[config.mk]
export PLATFORM = sky130hd
export DESIGN_NAME = serial_word_assembler_flat
export DESIGN_NICKNAME = d
export VERILOG_FILES = /design/src/rtl/serial_word_assembler_if.sv /design/src/rtl/serial_word_assembler.sv /design/src/flat_wrapper.sv
export SDC_FILE = /design/constraint.sdc
export NUM_CORES = 1
export LEC_CHECK = 0
export BUFFER_PORTS_ARGS = -buffer_cell sky130_fd_sc_hd__buf_2
export CORE_ASPECT_RATIO = 0.9
export CORE_MARGIN = 3
export CORE_UTILIZATION = 55
export CTS_CLUSTER_SIZE = 30
export DETAILED_ROUTE_END_ITERATION = 8
export PLACE_DENSITY = 0.73
export SLEW_MARGIN = 40
export SYNTH_ARGS = -nofsm -noshare
export SYNTH_HDL_FRONTEND = slang
export SYNTH_SLANG_ARGS = --single-unit
[constraint.sdc]
create_clock -name CLK -period 2.3 [get_ports CLK]
set_input_delay 0.23 -clock CLK [delete_from_list [all_inputs] [get_ports CLK]]
set_output_delay 0.23 -clock CLK [all_outputs]
set_load 0.005 [all_outputs]
[src/rtl/serial_word_assembler_if.sv]
// Serial word assembler bus: frame/bit inputs from the serial source and
// the assembled-word outputs toward the downstream register.
interface serial_word_assembler_if #(
   parameter int SIZE = 8
);
   logic            SSTART;
   logic            SVALID;
   logic            SIN;
   logic [SIZE-1:0] DOUT;
   logic            CE_OUT;
   logic            BUSY;
   logic            PERR;
   logic [7:0]      ERRCNT;

   modport master (
      output SSTART, SVALID, SIN,
      input  DOUT, CE_OUT, BUSY, PERR, ERRCNT
   );

   modport slave (
      input  SSTART, SVALID, SIN,
      output DOUT, CE_OUT, BUSY, PERR, ERRCNT
   );
endinterface

[src/rtl/serial_word_assembler.sv]
// Serial-to-parallel word assembler with trailing even-parity check.
// A frame is SSTART, SIZE qualified data bits, then one qualified parity bit.
// Good frames load DOUT and pulse CE_OUT; bad frames bump a saturating error
// count and set a sticky error flag without touching DOUT.
//
// state  | meaning
// IDLE   | waiting for SSTART
// SHIFT  | collecting SIZE data bits (SVALID-qualified, gaps allowed)
// PARITY | waiting for the qualified parity bit
// DONE   | CE_OUT pulse cycle for a freshly loaded DOUT
module serial_word_assembler #(
   parameter int SIZE      = 8,
   parameter bit MSB_FIRST = 1'b1
) (
   input logic                    CLK,
   input logic                    SR,
   serial_word_assembler_if.slave bus
);

   localparam int CW = (SIZE > 2) ? $clog2(SIZE) : 1;

   typedef enum logic [1:0] {
      IDLE   = 2'd0,
      SHIFT  = 2'd1,
      PARITY = 2'd2,
      DONE   = 2'd3
   } state_t;

   state_t          state_q, state_d;
   logic [CW-1:0]   cnt_q, cnt_d;
   logic [SIZE-1:0] sh_q, sh_d;
   logic [SIZE-1:0] dout_q, dout_d;
   logic            ce_q, ce_d;
   logic            busy_q, busy_d;
   logic            perr_q, perr_d;
   logic [7:0]      errcnt_q, errcnt_d;

   logic [SIZE-1:0] sh_shifted;
   logic            parity_ok;

   // Shift direction fixed by MSB_FIRST: first bit ends up in the MSB or LSB.
   always_comb begin
      if (MSB_FIRST) begin
         sh_shifted = {sh_q[SIZE-2:0], bus.SIN};
      end else begin
         sh_shifted = {bus.SIN, sh_q[SIZE-1:1]};
      end
      parity_ok = ~((^sh_q) ^ bus.SIN);
   end

   // Next-state and next-output decode; SSTART always takes priority over data.
   always_comb begin
      state_d  = state_q;
      cnt_d    = cnt_q;
      sh_d     = sh_q;
      dout_d   = dout_q;
      ce_d     = 1'b0;
      busy_d   = busy_q;
      perr_d   = perr_q;
      errcnt_d = errcnt_q;

      case (state_q)
         IDLE: begin
            if (bus.SSTART) begin
               state_d = SHIFT;
               cnt_d   = '0;
               sh_d    = '0;
               busy_d  = 1'b1;
            end
         end

         SHIFT: begin
            if (bus.SSTART) begin
               cnt_d = '0;
               sh_d  = '0;
            end else if (bus.SVALID) begin
               sh_d = sh_shifted;
               if (cnt_q == CW'(SIZE - 1)) begin
                  state_d = PARITY;
                  cnt_d   = '0;
               end else begin
                  cnt_d = cnt_q + 1'b1;
               end
            end
         end

         PARITY: begin
            if (bus.SSTART) begin
               state_d = SHIFT;
               cnt_d   = '0;
               sh_d    = '0;
            end else if (bus.SVALID) begin
               busy_d = 1'b0;
               if (parity_ok) begin
                  state_d = DONE;
                  dout_d  = sh_q;
                  ce_d    = 1'b1;
               end else begin
                  state_d = IDLE;
                  perr_d  = 1'b1;
                  if (errcnt_q != 8'hFF) begin
                     errcnt_d = errcnt_q + 8'd1;
                  end
               end
            end
         end

         DONE: begin
            if (bus.SSTART) begin
               state_d = SHIFT;
               cnt_d   = '0;
               sh_d    = '0;
               busy_d  = 1'b1;
            end else begin
               state_d = IDLE;
            end
         end

         default: begin
            state_d = IDLE;
            busy_d  = 1'b0;
         end
      endcase
   end

   // State and registered outputs; SR clears everything immediately.
   always_ff @(posedge CLK or posedge SR) begin
      if (SR) begin
         state_q  <= IDLE;
         cnt_q    <= '0;
         sh_q     <= '0;
         dout_q   <= '0;
         ce_q     <= 1'b0;
         busy_q   <= 1'b0;
         perr_q   <= 1'b0;
         errcnt_q <= '0;
      end else begin
         state_q  <= state_d;
         cnt_q    <= cnt_d;
         sh_q     <= sh_d;
         dout_q   <= dout_d;
         ce_q     <= ce_d;
         busy_q   <= busy_d;
         perr_q   <= perr_d;
         errcnt_q <= errcnt_d;
      end
   end

   assign bus.DOUT   = dout_q;
   assign bus.CE_OUT = ce_q;
   assign bus.BUSY   = busy_q;
   assign bus.PERR   = perr_q;
   assign bus.ERRCNT = errcnt_q;

endmodule

[src/flat_wrapper.sv]
// flat-port wrapper written by rule: the top's interface ports become plain ports
module serial_word_assembler_flat 
#(
   parameter int SIZE      = 8,
   parameter bit MSB_FIRST = 1'b1
)
  (CLK, SR, bus_SSTART, bus_SVALID, bus_SIN, bus_DOUT, bus_CE_OUT, bus_BUSY, bus_PERR, bus_ERRCNT);
  serial_word_assembler_if #(.SIZE(SIZE)) bus_i ();
  input logic CLK;
  input logic SR;
  input wire logic [$bits(bus_i.SSTART)-1:0] bus_SSTART;
  input wire logic [$bits(bus_i.SVALID)-1:0] bus_SVALID;
  input wire logic [$bits(bus_i.SIN)-1:0] bus_SIN;
  output wire logic [$bits(bus_i.DOUT)-1:0] bus_DOUT;
  output wire logic [$bits(bus_i.CE_OUT)-1:0] bus_CE_OUT;
  output wire logic [$bits(bus_i.BUSY)-1:0] bus_BUSY;
  output wire logic [$bits(bus_i.PERR)-1:0] bus_PERR;
  output wire logic [$bits(bus_i.ERRCNT)-1:0] bus_ERRCNT;
  assign bus_i.SSTART = bus_SSTART;
  assign bus_i.SVALID = bus_SVALID;
  assign bus_i.SIN = bus_SIN;
  assign bus_DOUT = bus_i.DOUT;
  assign bus_CE_OUT = bus_i.CE_OUT;
  assign bus_BUSY = bus_i.BUSY;
  assign bus_PERR = bus_i.PERR;
  assign bus_ERRCNT = bus_i.ERRCNT;
  serial_word_assembler #(.SIZE(SIZE), .MSB_FIRST(MSB_FIRST)) u_core (.CLK(CLK), .SR(SR), .bus(bus_i));
endmodule
## After elaboration in Yosys (flattened, before gate mapping)

Cells that the tools add are included.

- Word-level logic and storage cells: 65
- Output and inout bits: 19
- Flip-flop bits (word level): 32
- Input port bits: 5

- Equal/unequal tests: 15
- Add/subtract/negate cells: 2
- Bitwise logic cells: 3
- Reduce and logical (&&, ||, !) cells: 11
- Mux-type cells: 26

Operators with widths:

| kind | count |
|---|---|
| $mux W8 | 3 |
| $pmux W8 S2 | 1 |
| $mux W2 | 7 |
| $mux W3 | 4 |
| $reduce_and A4 Y1 | 3 |
| $ne A2 B2 Y1 const B | 5 |
| $reduce_and A5 Y1 | 2 |
| $add A8 B1 Y8 const B | 1 |
| $mux W1 | 8 |
| $ne A8 B8 Y1 const B | 1 |
| $pmux W2 S4 | 1 |
| $reduce_xor A8 Y1 | 1 |
| $ne A2 B1 Y1 const B | 3 |
| $ne A3 B3 Y1 const B | 2 |
| $pmux W3 S2 | 1 |
| $eq A2 B2 Y1 const B | 2 |
| $add A3 B1 Y3 const B | 1 |
| $eq A3 B3 Y1 const B | 1 |
| $reduce_or A3 Y1 | 1 |
| $eq A2 B1 Y1 const B | 1 |
| $logic_not A2 Y1 | 1 |
| $not A1 Y1 | 2 |
| $pmux W1 S2 | 1 |
| $reduce_and A2 Y1 | 1 |
| 3 further kinds | 3 |

## Logic depth before layout (Yosys ltp)

- Depth after elaboration: 6
- Mapped depth: 7
- Gate-level depth less buffers: 7

## Least setup slack after synthesis

OpenSTA, ideal clock, no wires.

- Path type: flip-flop to flip-flop
- Start: register u_core.sh_q[1]
- End: register u_core.errcnt_q[7] (netlist: u_core.bus.ERRCNT[7])
- Setup slack: 414 ps
- Data required time: 2,172 ps
- Arrival time: 1,758 ps
- Period minus slack after synthesis: 1,886 ps
- Buffers on the path: 0
- Cell stages (with the launch flop): 6
- Library setup time: 128 ps
- Cells stage by stage: dfrtp_1 xor2_1 xnor3_2 xor2_4 nor3_2 mux2_1

- Word-level cells in the longest chain between the ends: 3

RTL lines:

| item | RTL line | source |
|---|---|---|
| from (decl) | serial_word_assembler.sv:31 | `logic [SIZE-1:0] sh_q, sh_d;` |
| from (signal assigned) | serial_word_assembler.sv:131 | `sh_q <= '0;` |
| from (signal assigned) | serial_word_assembler.sv:140 | `sh_q <= sh_d;` |
| $reduce_xor A8 Y1 | serial_word_assembler.sv:48 | `parity_ok = ~((^sh_q) ^ bus.SIN);` |
| $xor A1 B1 Y1 | serial_word_assembler.sv:48 |  |
| $reduce_and A5 Y1 (no source line) | n/a |  |
| to (signal assigned) | serial_word_assembler.sv:145 | `errcnt_q <= errcnt_d;` |
| to (decl) | serial_word_assembler.sv:36 | `logic [7:0] errcnt_q, errcnt_d;` |

Every way passes these cells.
A chain may end at the register's enable or synchronous reset.

## Worst setup path in the final report

- Start: register u_core.sh_q[3]
- End: register u_core.errcnt_q[1] (netlist: u_core.bus.ERRCNT[1])

The elaborated chain is that of the path after synthesis.

==> flow_summary.ini <==
[grt]
antenna_found_initial = 0
first_global_vias = 1133
grt.total_usage = 0.183
grt_pass1_wl_mm = 5.15
grt-ovfl-total = 0
grt_max_degree = 33

[drt]
wl_mm = 2.81
drtPass1Iterations = 4
drc = 0
drtIter0Drc = 26
viasPerCell = 5.38
dr_total_vias = 1082
ant_nets = 0
avgRoutedWirePerCell_um = 14.0

[cts]
clk_path_buf_depth = 2
cts.htree.levels = 2
post_cts_buffers = 0
clkTransAtPathRegs_ns = 0.10
tritoncts = yes
clock_latency_ns = 0.32
cts_buffers = 5
ctsResizeCount = 0
clock-sinks = 32
cts_hold_buf = 1
root_buffer = clkbuf_4

[logic_synthesis]
synthesis.area_um2 = 1610
synth_adder_area_share = 0.0700
synthSimpleGateAreaFrac = 0.118
synth_mux_area_frac = 0.140
ys_seq_area_frac = 0.498
yosys-top-cells-area = dfrtp_1 50%, ha_1 7.0%, mux2_2 6.3%
syn-num-nets = 145
synth_compound_area_frac = 0.0506
synth_edf_count = 0
avgSynthCellArea_um2 = 12.3
synthCells = 131
synthArstFlopShare = 1.00
ys_ff_latch = 32
synth_xor_area_frac = 0.101
synth_top_family_by_area = multiplexers
synth_top_area_frac = 0.498
synthFlopType = dfrtp_1
synth.distinct_cells = 34
yosys.area.top_type = dfrtp_1
yosys_warnings = 0

[critical_path]
crit_required_ns = 2.51
rr_startpoint = u_core.sh_q[3]
cp_max_fo = 7
r2r_setup_slack_ns = 0.26
r2r_cells = 4
setup.worst_path.end = u_core.bus.ERRCNT[1]
critPathLaunchType = flop
crit_type = reg -> reg
critPathMaxStageDelay_ns = 0.55
critPathSlowestCell = xor3_1
worstReg2RegEnd = u_core.bus.ERRCNT[1]
cp-startpoint = u_core.sh_q[3]
setup.worst_path.end_class = flop
worstPathArrival_ns = 2.25
path_cells = xor3_1, a211o_1, mux2i_4, mux2_2

[timing]
rsz0062_at_grt = false
finClkSkew_ns = 0.00872
hold_violations = 0
final.min_clock_period_ns = 2.04
max_slew.worst_pin.slew_ns = 0.391
relSlewSlack = 0.739
max_freq_mhz = 490
fin_tns_setup_ns = 0
drv_slew = 0
fin_crit_sh = 0.887
setup-violations-final = 0

[pwr]
power.leakage_nw = 1.00
p_sw_uw = 586
p_seq_frac = 0.459
clock_power_share = 0.199
p_int_mw = 1.07
power_density_nw_per_um2 = 895
p_comb_frac = 0.341
swShare = 0.354
power.total_mw = 1.66
ir_drop_uv = 578

[place]
dp_hpwl_mm = 2.02
io_buffers = 23
place_congestion = 0.845

[cells_and_area]
final_nets = 176
post-route-util = 0.707
drive_gt1_frac = 0.282
area.growth.synth_to_final_pct = 15.0
diodes = 0

[die]
floorplan.initialDensity = 0.615
pin_count = 24
rows = 17
dieArea_um2 = 3610
coreArea_um2 = 2620
die_y_um = 57.3
die_w_um = 63.0

[min_path]
min_path_type = in -> reg

[run_status]
status = completed

[run]
cap_violations = 0
[Yosys cell counts, types with 2 or more instances]
| library cell | number |
|---|---|
| ha_1 | 9 |
| inv_1 | 6 |
| mux2i_1 | 9 |
| nand3_1 | 4 |
| and3_1 | 2 |
| a21oi_1 | 4 |
| mux2_2 | 9 |
| a31oi_1 | 2 |
| o21ai_0 | 2 |
| dfrtp_1 | 32 |
| nand2b_1 | 2 |
| xnor2_1 | 7 |
| nor2_1 | 15 |
| nand4_1 | 5 |
| clkbuf_1 | 2 |
| xor2_1 | 3 |
[critical path, delay by kind of cell (launching register included)]
| kind | cells | cell delay [ns] |
|---|---|---|
| compound gates | 1 | 0.34 |
| mux | 2 | 0.63 |
| xor+xnor | 1 | 0.55 |
| flops | 1 | 0.40 |
[per-stage QoR]
| stage | cell area [µm²] | instances | hold slack, ns | setup WS (ns) |
|---|---|---|---|---|
| after global routing | 1850 | 201 | 0.195 | 0.147 |
| after floorplan | 1610 | 131 | 0.346 | 0.414 |
| after detailed placement | 1780 | 192 | 0.336 | 0.288 |
| after CTS | 1850 | 201 | 0.193 | 0.270 |
| final | 1850 | 201 | 0.195 | 0.260 |
| after global placement | 1780 | 192 | 0.319 | 0.303 |
[cells by family (layout without fill, tap and decap cells)]
| group | after synthesis | after routing |
|---|---|---|
| muxes | 20 | 20 |
| AOI/OAI and AO/OA | 13 | 13 |
| and+or+nand+nor | 35 | 35 |
| DFF | 32 | 32 |
| adders and majority gates | 9 | 9 |
| xor gates and xnor gates | 13 | 13 |
| buffers and inverters | 9 | 41 |
[layout make-up]
type / instances / area [µm²]
clock buffer: 8 / 58.8
fill: 213 / 767
inverter: 6 / 22.5
multi-input combinational: 90 / 772
sequential: 32 / 801
tap: 38 / 47.5
timing repair buffer: 27 / 148
[layout by cell type, fill, tap and decap left out, types with 2 or more instances in the layout]
cell,count
dfrtp_1,32
buf_2,23
nor2_1,15
mux2i_1,9
mux2_2,9
ha_1,9
xnor2_1,7
inv_1,6
nand4_1,5
clkbuf_4,5
nand3_1,4
a21oi_1,4
xor2_1,3
buf_4,3
and3_1,2
nand2b_1,2
a31oi_1,2
clkbuf_1,2
[sequential cells by signal, indices dropped and copies added (netlist names)]
name,flops
u_core.bus.BUSY,1
u_core.bus.PERR,1
u_core.sh_q,8
u_core.state_q,2
u_core.bus.DOUT,8
u_core.bus.ERRCNT,8
u_core.cnt_q,3
u_core.bus.CE_OUT,1
[worst min path at each step]
stage	slack, ns	startpoint	cells past startpoint	end
finish	0.20	bus_SIN	3	u_core.sh_q[0]
global route	0.20	bus_SIN	3	u_core.sh_q[0]
CTS	0.19	bus_SIN	3	u_core.sh_q[0]
detailed placement	0.34	SR	3	u_core.sh_q[2]
global placement	0.32	SR	3	u_core.sh_q[3]
floorplan	0.35	SR	1	u_core.bus.BUSY
[power groups by stage]
stage	Clock, mW	Sequential [mW]	Combinational, mW
finish	0.330	0.760	0.565
global route	0.364	0.777	0.641
CTS	0.342	0.758	0.576
detailed placement	0	0.768	0.574
global placement	0	0.763	0.548
floorplan	0	0.752	0.408
[metal layers]
| layer | vias to the layer above | global-route usage | part of all wire |
|---|---|---|---|
| met5 | - | 0 | 0 |
| met1 | 534 | 0.242 | 0.49 |
| li1 | 522 | - | - |
| met3 | 5 | 0.0433 | 0.040 |
| met2 | 21 | 0.298 | 0.45 |
| met4 | 0 | 0.0660 | 0.013 |
No activity file was read; power rests on OpenSTA's default activity.
